File: config.mk
export PLATFORM = sky130hd
export DESIGN_NAME = input_conditioner
export DESIGN_NICKNAME = d
export VERILOG_FILES = /design/src/rtl/input_conditioner.sv
export SDC_FILE = /design/constraint.sdc
export NUM_CORES = 1
export LEC_CHECK = 0
export ABC_AREA = 0
export CAP_MARGIN = 20
export CORE_UTILIZATION = 50
export DETAILED_ROUTE_END_ITERATION = 10
export GPL_TIMING_DRIVEN = 0
export PLACE_DENSITY = 0.73
export SKIP_LAST_GASP = 1
export SYNTH_ARGS = -nofsm -noshare
export SYNTH_HDL_FRONTEND = slang
export SYNTH_SLANG_ARGS = --single-unit
export TNS_END_PERCENT = 50
File: constraint.sdc
create_clock -name clk -period 11.7 [get_ports clk]
set_input_delay 2.925 -clock clk [delete_from_list [all_inputs] [get_ports clk]]
set_output_delay 2.925 -clock clk [all_outputs]
set_load 0.01 [all_outputs]
File: src/rtl/input_conditioner.sv
// input_conditioner: per-button synchroniser, debouncer, press/release edge
// detector and autorepeat generator. Every channel is an identical,
// independent copy of the same pipeline:
//   btn_raw -> 2-flop sync -> debounce (accepted level) -> output register
// The autorepeat FSM runs alongside the accepted level. Its pulse is
// registered through the same output stage as the press pulse, so press,
// release and action all line up with the first cycle btn_level changes.
module input_conditioner #(
    parameter int              NBTN            = 4,
    parameter int              DEBOUNCE_CYCLES = 500000,
    parameter int              REPEAT_DELAY    = 15000000,
    parameter int              REPEAT_PERIOD   = 5000000,
    parameter logic [NBTN-1:0] REPEAT_MASK     = 4'b0100
) (
    input  logic            clk,
    input  logic            reset,
    input  logic [NBTN-1:0] btn_raw,
    output logic [NBTN-1:0] btn_level,
    output logic [NBTN-1:0] btn_press,
    output logic [NBTN-1:0] btn_release,
    output logic [NBTN-1:0] btn_action
);

    localparam int DW   = (DEBOUNCE_CYCLES > 2) ? $clog2(DEBOUNCE_CYCLES) : 1;
    localparam int RMAX = (REPEAT_DELAY > REPEAT_PERIOD) ? REPEAT_DELAY : REPEAT_PERIOD;
    localparam int RW   = (RMAX > 2) ? $clog2(RMAX) : 1;

    localparam logic [DW-1:0] D_LAST  = DW'(DEBOUNCE_CYCLES - 1);
    localparam logic [RW-1:0] RD_LAST = RW'(REPEAT_DELAY - 1);
    localparam logic [RW-1:0] RP_LAST = RW'(REPEAT_PERIOD - 1);

    typedef enum logic [1:0] {
        ST_IDLE   = 2'd0,
        ST_DELAY  = 2'd1,
        ST_REPEAT = 2'd2
    } rep_state_t;

    genvar gi;
    generate
        for (gi = 0; gi < NBTN; gi++) begin : g_chan
            logic            r_s1;
            logic            r_s2;
            logic            r_lvl;
            logic [DW-1:0]   r_dcnt;
            logic            r_acc_rise;
            logic            r_acc_fall;
            logic            r_rep;
            logic            r_out_lvl;
            logic            r_out_press;
            logic            r_out_rel;
            logic            r_out_act;
            rep_state_t      r_state;
            rep_state_t      w_state_next;
            logic [RW-1:0]   r_rcnt;
            logic [RW-1:0]   w_rcnt_next;
            logic            w_rep;
            logic            w_acc_rise;
            logic            w_acc_fall;

            // Level change accepted on this edge (the counter has run out while s2 differs)
            assign w_acc_rise = (r_s2 != r_lvl) && (r_dcnt == D_LAST) && r_s2;
            assign w_acc_fall = (r_s2 != r_lvl) && (r_dcnt == D_LAST) && !r_s2;

            // Two-flop synchroniser for the asynchronous raw button
            always_ff @(posedge clk or posedge reset) begin
                if (reset) begin
                    r_s1 <= 1'b0;
                    r_s2 <= 1'b0;
                end else begin
                    r_s1 <= btn_raw[gi];
                    r_s2 <= r_s1;
                end
            end

            // Debounce: count consecutive cycles of disagreement, restart on any agreement
            always_ff @(posedge clk or posedge reset) begin
                if (reset) begin
                    r_lvl      <= 1'b0;
                    r_dcnt     <= '0;
                    r_acc_rise <= 1'b0;
                    r_acc_fall <= 1'b0;
                end else begin
                    r_acc_rise <= w_acc_rise;
                    r_acc_fall <= w_acc_fall;
                    if (r_s2 == r_lvl) begin
                        r_dcnt <= '0;
                    end else if (r_dcnt == D_LAST) begin
                        r_lvl  <= r_s2;
                        r_dcnt <= '0;
                    end else begin
                        r_dcnt <= r_dcnt + 1'b1;
                    end
                end
            end

            // Autorepeat state register, counter and registered repeat pulse
            always_ff @(posedge clk or posedge reset) begin
                if (reset) begin
                    r_state <= ST_IDLE;
                    r_rcnt  <= '0;
                    r_rep   <= 1'b0;
                end else begin
                    r_state <= w_state_next;
                    r_rcnt  <= w_rcnt_next;
                    r_rep   <= w_rep;
                end
            end

            // Autorepeat next state; a masked-off channel never leaves IDLE
            always_comb begin
                w_state_next = r_state;
                case (r_state)
                    ST_IDLE: begin
                        if (w_acc_rise && REPEAT_MASK[gi])
                            w_state_next = ST_DELAY;
                    end
                    ST_DELAY: begin
                        if (w_acc_fall)
                            w_state_next = ST_IDLE;
                        else if (r_rcnt == RD_LAST)
                            w_state_next = ST_REPEAT;
                    end
                    ST_REPEAT: begin
                        if (w_acc_fall)
                            w_state_next = ST_IDLE;
                    end
                    default: w_state_next = ST_IDLE;
                endcase
            end

            // Autorepeat outputs: counter update and pulse; an accepted release wins over a pulse
            always_comb begin
                w_rep       = 1'b0;
                w_rcnt_next = r_rcnt;
                case (r_state)
                    ST_IDLE: begin
                        w_rcnt_next = '0;
                    end
                    ST_DELAY: begin
                        if (w_acc_fall) begin
                            w_rcnt_next = '0;
                        end else if (r_rcnt == RD_LAST) begin
                            w_rep       = 1'b1;
                            w_rcnt_next = '0;
                        end else begin
                            w_rcnt_next = r_rcnt + 1'b1;
                        end
                    end
                    ST_REPEAT: begin
                        if (w_acc_fall) begin
                            w_rcnt_next = '0;
                        end else if (r_rcnt == RP_LAST) begin
                            w_rep       = 1'b1;
                            w_rcnt_next = '0;
                        end else begin
                            w_rcnt_next = r_rcnt + 1'b1;
                        end
                    end
                    default: w_rcnt_next = '0;
                endcase
            end

            // Output stage: level and all pulses change together on the same edge
            always_ff @(posedge clk or posedge reset) begin
                if (reset) begin
                    r_out_lvl   <= 1'b0;
                    r_out_press <= 1'b0;
                    r_out_rel   <= 1'b0;
                    r_out_act   <= 1'b0;
                end else begin
                    r_out_lvl   <= r_lvl;
                    r_out_press <= r_acc_rise;
                    r_out_rel   <= r_acc_fall;
                    r_out_act   <= r_acc_rise | r_rep;
                end
            end

            assign btn_level[gi]   = r_out_lvl;
            assign btn_press[gi]   = r_out_press;
            assign btn_release[gi] = r_out_rel;
            assign btn_action[gi]  = r_out_act;
        end
    endgenerate

endmodule
# Word level (Yosys, flattened, before mapping)
# Index checks and enable logic that the tools add are counted.
word_totals:
  romBits: 0
  mem_count: 0
  reg_bits: 220
  mem_bits_rw: 0
  input_bits: 6
  latchBits: 0
  word_cells: 201
op_classes:
  add_sub_neg: 8
  n_reduce_logical: 28
  shifts: 0
  order_cmp: 0
  div: 0
  multipliers: 0
  mux: 65
  eq_ne: 37
  bitwise: 11
op_table:
  columns: ["op", "count"]
  rows:
  - ["24-bit two-way mux", 16]
  - ["24-bit case mux with 2 select lines", 4]
  - ["19-bit two-way mux", 8]
  - ["24-bit by 1-bit adder with 24-bit output (second input constant)", 4]
  - ["24-bit by 23-bit == test with 1-bit output (second input constant)", 4]
  - ["24-bit == test (second input constant)", 4]
  - ["19-bit by 1-bit adder with 19-bit output (second input constant)", 4]
  - ["19-bit == test (second input constant)", 4]
  - ["2-bit two-way mux", 13]
  - ["2-bit case mux with 3 select lines", 4]
  - ["1-bit two-way mux", 16]
  - ["1-bit logical AND", 12]
  - ["3-bit inequality test (second input constant)", 4]
  - ["3-bit AND reduction", 4]
  - ["2-bit inequality test (second input constant)", 5]
  - ["2-bit by 1-bit == test with 1-bit output (second input constant)", 4]
  - ["2-bit == test (second input constant)", 4]
  - ["2-bit zero test", 4]
  - ["1-bit case mux with 2 select lines", 4]
  - ["2-bit AND reduction", 4]
  - ["1-bit NOT", 7]
  - ["1-bit == test", 4]
  - ["1-bit zero test", 4]
  - ["1-bit inequality test", 4]
  - ["1-bit OR", 4]

# Depth between registers and ports, before layout
# Gate-level depths: netlist of the first run.
depth:
  depth_word: 5
  mapped_depth: 8

# Least setup slack after synthesis of the first run
# No wires, ideal clock.
synth_path:
  path_kind: "register to output"
  startpoint: "register, netlist name g_chan[0].r_out_press"
  endpoint: "output port btn_action[0]"
  arrival_ps: 486
  path_stages_with_launch: 2
  n_path_buf: 1
  required_ps: 8775
  path_slack_ps: 8289
  path_cell_list: "dfrtp_1 -> buf_4"
synth_rtl:
  columns: ["element", "line", "text"]
  rows:
  - ["end: declaration", "21", "output logic [NBTN-1:0] btn_action"]

# Worst setup path after layout of the first run
layout_path:
  startpoint: "register g_chan[1].r_out_act"
  endpoint: "output port btn_action[1]"
layout_rtl:
  columns: ["element", "line", "text"]
  rows:
  - ["start: declaration", "51", "logic r_out_act;"]
  - ["start signal: assignment", "174", "r_out_act <= r_acc_rise | r_rep;"]
# No word-level cell between the ends.

==> results of run 1 <==
## path summary, 6_finish.rpt
kind | from | end | slack [ns]
worst max-delay path | g_chan[1].r_out_act | btn_action[1] | 7.36
worst min-delay path | g_chan[3].r_acc_fall | g_chan[3].r_out_rel | 0.35
worst max register to register | g_chan[2].r_dcnt[0] | g_chan[2].r_dcnt[9] | 9.52
worst min register to register | g_chan[3].r_acc_fall | g_chan[3].r_out_rel | 0.35
max in group asynchronous | reset | g_chan[2].r_dcnt[18] | 7.98
min in group asynchronous | reset | g_chan[0].r_dcnt[5] | 3.02
## power by group
group	internal, mW	switching (mW)	total (mW)
sequential	0.475	0.00457	0.480
clock	0.365	0.195	0.560
combinational	0.00834	0.0169	0.0252
total	0.849	0.216	1.06
## synth_stat cells (3+ instances only)
library cell    n  area [µm²]
dfrtp_1       136        3403
nor2_1        121       454.2
xnor2_1        48       420.4
xor2_1         45       394.1
nand3_1        40       200.2
nand2_1        38       142.6
inv_1          20       75.07
buf_4          19       142.6
nand4_1        18       112.6
and3_1         13       81.33
nor3_1         11       55.05
nor4_1         10       62.56
ha_1            8       100.1
nor3b_1         6       45.04
and4_1          5       43.79
buf_6           5       56.30
nand4b_1        5       43.79
or3_1           5       31.28
mux2_2          4       45.04
nand2b_1        4       25.02
nor2_2          4       25.02
o21ai_0         4       20.02
buf_2           3       15.01
nor4bb_1        3       30.03
or4_4           3       33.78
## metal layers
| metal | up-vias | part of all wire (%) | GRT usage, % |
|---|---|---|---|
| met5 | - | 0 | 0 |
| met4 | 0 | 1.7 | 8.139 |
| met3 | 13 | 4.6 | 6.300 |
| met2 | 81 | 47 | 31.19 |
| met1 | 2092 | 46 | 25.29 |
| li1 | 2108 | - | - |
## worst register-to-register path, delay by kind of cell, from the launching register on
kind,cells,cell delay (ns)
adder cells (fa/ha/maj),1,0.20
buffers and inverters,2,0.42
AND/OR/NAND/NOR,5,1.06
flip-flops,1,0.39
## logic make-up after synthesis
kind of cell	synth area share [%]
AND/OR/NAND/NOR	25.02
flip-flops	53.72
XOR/XNOR	12.86
buffers and inverters	4.701
AO/OA/AOI/OAI	1.402
adder cells (fa/ha/maj)	1.580
multiplexers	0.7110
## layout make-up
type                            count  area (µm²)  share of cell area [%]
Timing Repair Buffer               22       237.7                   3.206
Inverter                           20       80.08                   1.080
Clock buffer                       19       452.9                   6.108
Buffer                             29       222.7                   3.003
Multi-Input combinational cell    422        2634                   35.52
Tap cell                          168       210.2                   2.834
Sequential cell                   136        3403                   45.89
Clock inverter                     12       175.2                   2.362
## flip-flops by register name, summed over array words and instances, names as in the netlist
signal,flops
g_chan.r_rcnt,24
g_chan.r_dcnt,76
g_chan.r_out_act,3
g_chan.r_s2,4
g_chan.r_s1,4
g_chan.r_acc_rise,4
g_chan.r_out_lvl,4
g_chan.r_lvl,4
g_chan.r_state,2
g_chan.r_acc_fall,4
g_chan.r_rep,1
g_chan.r_out_press,2
g_chan.r_out_rel,4
## metrics by stage
stage                     power, mW  instances  area (µm²)  hold WS (ns)
after floorplan              0.5050        607        6335        0.3312
after global placement       0.5119        796        6755        0.3319
after detailed placement     0.5145        797        6788        0.3347
after CTS                     1.079        828        7416        0.3469
after global routing          1.104        828        7416        0.3521
final                         1.065        828        7416        0.3452
==> impl_summary.txt, run 1 <==
----------------------------------------------------
[Global route]
  Number of antenna violations at the first check in global routing ... 0
  Pin count of the biggest net entering global routing ... 83
  Global route total overflow ... 0
  Global routing usage summed across all routing layers ... 19.79%
  Number of global-route vias before repair ... 4359
  Global-route wire length before repair ... 20.18 mm

[Power]
  Static leakage ... around 3.1 nW
  Maximum vdd drop ... about 0.11 mV
  Cell Pwr Density ... 143.6 nW/µm²

[Placed design]
  Worst setup slack before clock tree synthesis ... 7.467 ns
  Global placement routability congestion ... 0.8392
  IO buf count ... 21
  Detailed placement HPWL ... 7.642 mm

[Drt]
  Via-to-Cell Ratio ... 5.186
  WL/cell ... 13.72 µm
  Remaining antenna violation count ... 0
  Number of vias after detailed routing ... between 4000 and 5000
  Detailed router's first-iteration violation count ... ~330
  Detailed-route DRC error count ... 0
  Wirelength, routed ... between 10 and 15 mm
  Iteration count of the initial detailed-routing pass ... 4

[Logic synthesis]
  Combined area of all synthesized cells ... around 6300 µm²
  Number of enable flip-flop cells after synthesis ... 0
  Post-synthesis area per instance ... ~10 µm²
  Sequential fraction of the synthesis area ... around 54%
  Count of different cell masters after synthesis ... 46
  Number of flip-flops and latches in the synthesized netlist ... 136
  Post-Synthesis Cells ... 607
  Asr flop ratio synth ... 100.0%
  Syn nets ... 621
  Count of yosys warnings during synthesis ... 0
  Most instantiated flip-flop cell in the synthesis netlist ... dfrtp_1

[STA]
  Max-Slew Margin vs Limit ... 50.86%
  Unrepaired setup endpoints after global routing ... no
  Least setup slack across all paths after layout ... between 7 and 8 ns
  Final setup vio count ... 0
  Setup_tns ... 0 ns
  Final Hold Violating Endpoints ... 0
  Maximum clock frequency ... 230.5 MHz
  Fraction of the cycle the final worst path needs ... between 30 and 40%
  Slew @ Worst Pin ... 0.7303 ns
  Number of slew-limit violations in the final report ... 0
  Setup Skew ... 0.01061 ns
  Final period demand of the worst path ... 4.339 ns

[Die]
  Height of the chip ... 114.6 µm
  Starting utilization of the core area ... 52.09%
  Die span in x ... 114.6 µm
  # rows ... 40
  Number of I/O pins ... 22
  Core area ... 12160 µm²
  Total Die Area ... 13120 µm²

[Status]
  Run status ... completed

[Min path]
  Number of cells on the worst hold path ... 0
  Kind of path behind the tightest hold check ... reg -> reg

[Setup path]
  Cell depth of the worst setup path ... 2
  Critical path, cell by cell ... buf_4 -> clkdlybuf4s50_1
  Crit Path Category ... reg -> out
  Critical path peak fanout ... 2
  Crit path buf inv count ... 2
  Number of cells traversed by the worst register-to-register path ... 8
  Cell type of the slowest stage on the worst timing path ... clkdlybuf4s50_1
  Crit path max-delay family ... buffers and inverters
  Critical path data arrival time ... 1.41 ns
  Worst setup SP type ... register
  Nature of the critical path endpoint ... output pin
  Stage delay of the slowest cell on the critical path ... 0.52 ns
  Critical path required time ... 8.78 ns

[Final layout]
  Most used cells in the layout excluding fill and tap cells ... dfrtp_1, nor2_1, xnor2_1
  Most frequent standard cell in the layout excluding fill and tap cells ... dfrtp_1
  Area growth from synthesis to layout ... 17.06%
  Fraction of layout instances using a drive strength above 1 ... 13.18%
  Final net count ... 662
  N_diodes ... 0
  Layout Utilization ... 60.98%
  Filler Cells Inserted ... 956

[Clock network]
  Count of hold buffers inserted by post-cts repair ... 0
  Clk sink count ... 136
  Clock tree from TritonCTS ... yes
  Clock Root Buffer ... clkbuf_16
  Num CTS Buffers ... 17
  Clock-pin slew of the registers on the worst-case setup and hold paths ... approximately 0.05 ns
  Level count of the clock H-tree ... 4
  Cells resized by post-CTS repair ... 0
  Buffers inserted during post-CTS setup optimization ... 0
  Buffer depth of the longest clock path ... 2
  Skew-Pair Late Insertion Delay ... around 0.43 ns

[Flow run]
  Max Cap Viol ... 0

----------------------------------------------------
No activity file was read; power rests on OpenSTA's default activity.
==> run 2: changes to the inputs <==
clock period = 4.3 ns   (was 11.7 ns; I/O delays follow)
==> run 2 against run 1 <==
Die area unchanged. Routed wire length decreased by 3.0%. Combinational power increased to 2.9 times the previous value. Largest cell class unchanged.
==> impl_summary.txt, run 2 (synthesis results as in run 1) <==
----------------------------------------------------
[Placed design]
  Post-placement cell count ... 799 (+0.25%)
  Global placement routability congestion ... 0.8288 (-1.2%)
  IO buf count ... 21 (unchanged)
  Placed Area ... 6819 µm² (+0.46%)
  Detailed placement HPWL ... 7.642 mm (about the same)

[Clock network]
  Buffers inserted during post-CTS setup optimization ... 0 (unchanged)
  Clk sink count ... 136 (unchanged)
  Count of hold buffers inserted by post-cts repair ... 0 (unchanged)
  Cells resized by post-CTS repair ... 0 (unchanged)
  Level count of the clock H-tree ... 4 (unchanged)
  Clock Root Buffer ... clkbuf_16
  Clock-pin slew of the registers on the worst-case setup and hold paths ... 0.06 ns (about the same)
  Buffer depth of the longest clock path ... 2 (unchanged)
  Num CTS Buffers ... 17 (unchanged)
  Skew-Pair Late Insertion Delay ... 0.42 ns (about the same)
  Clock tree from TritonCTS ... yes

[Final layout]
  Largest register FFs ... 76 (unchanged)
  Most frequent standard cell in the layout excluding fill and tap cells ... dfrtp_1
  Area growth from synthesis to layout ... 16.22%
  Top flop regs ... g_chan.r_dcnt: 76 flops, g_chan.r_rcnt: 24 flops
  Fraction of layout instances using a drive strength above 1 ... 13.44% (+0.26 points)
  Largest register by flop count ... g_chan.r_dcnt
  Final net count ... 664 (+0.30%)
  Final design area excluding fillers ... 7362 µm² (-0.73%)
  Most used cells in the layout excluding fill and tap cells ... dfrtp_1, nor2_1, xnor2_1
  Filler-free cell count of the finished design ... 830 (+0.24%)
  N_diodes ... 0 (unchanged)

[Power]
  Cell Pwr Density ... 364.7 nW/µm² (+150%)
  Maximum vdd drop ... 0.2613 mV (+140%)
  Switching Power ... 0.5910 mW (+170%)
  Total internal power ... 2.094 mW (+150%)
  Sequential Power Share ... 48.6% (+3.5 points)
  Static leakage ... 3.095 nW (-0.59%)
  Switching part of the total power ... 22.01% (+1.7 points)
  Comb pwr share ... 2.7% (+0.3 points)
  Clock network fraction of total power ... 48.7% (-3.9 points)

[Drt]
  Detailed router's first-iteration violation count ... 395 (+21%)
  Wirelength, routed ... 11.03 mm (-3.0%)
  Iteration count of the initial detailed-routing pass ... 4 (unchanged)
  WL/cell ... 13.28 µm (-3.2%)
  Via-to-Cell Ratio ... 5.166 (-0.38%)
  Remaining antenna violation count ... 0 (unchanged)
  Number of vias after detailed routing ... 4288 (-0.14%)
  Detailed-route DRC error count ... 0 (unchanged)

[Global route]
  Global route total overflow ... 0 (unchanged)
  Pin count of the biggest net entering global routing ... 45 (-46%)
  Global routing usage summed across all routing layers ... 19.28% (-0.51 points)
  Number of antenna violations at the first check in global routing ... 0 (unchanged)
  Global-route wire length before repair ... 19.60 mm (-2.9%)
  Number of global-route vias before repair ... 4353 (-0.14%)

[Flow run]
  Max Cap Viol ... 0 (unchanged)

[STA]
  Maximum clock frequency ... 403.5 MHz
  Worst hold margin ... 0.3454 ns (+0.0001850 ns)
  Unrepaired setup endpoints after global routing ... no
  Fraction of the cycle the final worst path needs ... 57.63%
  Final setup vio count ... 0 (unchanged)
  Slew @ Worst Pin ... 0.7730 ns (+0.04270 ns)
  Setup Skew ... 0.006434 ns (-0.004179 ns)
  Number of slew-limit violations in the final report ... 0 (unchanged)
  Max-Slew Margin vs Limit ... 47.99% (-2.9 points)
  Final period demand of the worst path ... 2.478 ns
  Final Hold Violating Endpoints ... 0 (unchanged)
  Setup_tns ... 0 ns (unchanged)

[Setup path]
  Stage delay of the slowest cell on the critical path ... 0.52 ns (about the same)
  Critical path data arrival time ... 1.40 ns (about the same)
  Critical path peak fanout ... 2 (unchanged)
  Worst setup SP type ... register
  Critical path, cell by cell ... buf_4 -> clkdlybuf4s50_1
  Nature of the critical path endpoint ... output pin
  Cell type of the slowest stage on the worst timing path ... clkdlybuf4s50_1
  Crit Path Category ... reg -> out
  Critical path required time ... 3.22 ns (-5.56 ns)

[Die]
  Starting utilization of the core area ... 52.09% (unchanged)
  Die span in x ... 114.6 µm (unchanged)
  Height of the chip ... 114.6 µm (unchanged)
  Number of I/O pins ... 22 (unchanged)
  # rows ... 40 (unchanged)
  Total Die Area ... 13120 µm² (unchanged)
  Core area ... 12160 µm² (unchanged)

[Min path]
  Kind of path behind the tightest hold check ... reg -> reg

[Status]
  Run status ... completed

----------------------------------------------------
## run 2: cell count changes in the layout (fill, tap and decap cells not counted), sizes merged
| cell | change |
|---|---|
| bufinv | -4 |
| buf | +2 |
| clkbuf | +1 |
| inv | -1 |
| clkinv | +5 |
| clkinvlp | -1 |
## run 2: path summary, 6_finish.rpt
path                                            from                   end  slack [ns]  depth (start not counted)
worst max-delay path             g_chan[1].r_out_act          btn_press[1]        1.82                          2
worst min-delay path            g_chan[3].r_acc_rise   g_chan[3].r_out_act        0.35                          0
worst max register to register   g_chan[2].r_dcnt[0]  g_chan[2].r_dcnt[15]        2.19                          8
worst min register to register  g_chan[3].r_acc_rise   g_chan[3].r_out_act        0.35                          0
max in group asynchronous                      reset  g_chan[2].r_rcnt[18]        2.48                          4
min in group asynchronous                      reset  g_chan[1].r_dcnt[15]        1.04                          2
## run 2: through the flow
stage	util, %	total power, mW	setup WS [ns]
2_1_floorplan	-	1.374	1.532
3_3_place_gp	55.58	1.393	0.4290
3_5_place_dp	56.07	1.402	1.993
4_1_cts	60.54	2.719	1.801
5_1_grt	60.54	2.792	1.755
6_report	60.54	2.685	1.822
## run 2: final cells by class
cell class                 count  area [µm²]
inverter                      20       78.83
buffer                        29       222.7
timing repair buffer          24       270.3
multi-input combinational    422        2634
fill                         983        4800
sequential                   136        3403
clock buffer                  20       466.7
clock inverter                11       76.32
tap                          168       210.2
## run 2: layer usage
metal	vias up	global-route usage, %	part of all wire (%)
li1	2106	-	-
met1	2099	25.13	47
met2	65	29.78	48
met3	18	5.082	3.3
met4	0	9.697	2.3
met5	-	0	0
## run 2: critical path, delay by kind of cell, from the launching register on
kind / cells / cell delay, ns
buffers and inverters: 2 / 0.63
flip-flops: 1 / 0.36
## run 2: power groups by stage
| stage | Combinational [mW] | Clock (mW) | Sequential, mW |
|---|---|---|---|
| 6_report | 0.0720 | 1.31 | 1.31 |
| 3_5_place_dp | 0.0740 | 0 | 1.33 |
| 3_3_place_gp | 0.0653 | 0 | 1.33 |
| 5_1_grt | 0.0842 | 1.40 | 1.31 |
| 4_1_cts | 0.0750 | 1.34 | 1.31 |
| 2_1_floorplan | 0.0489 | 0 | 1.33 |
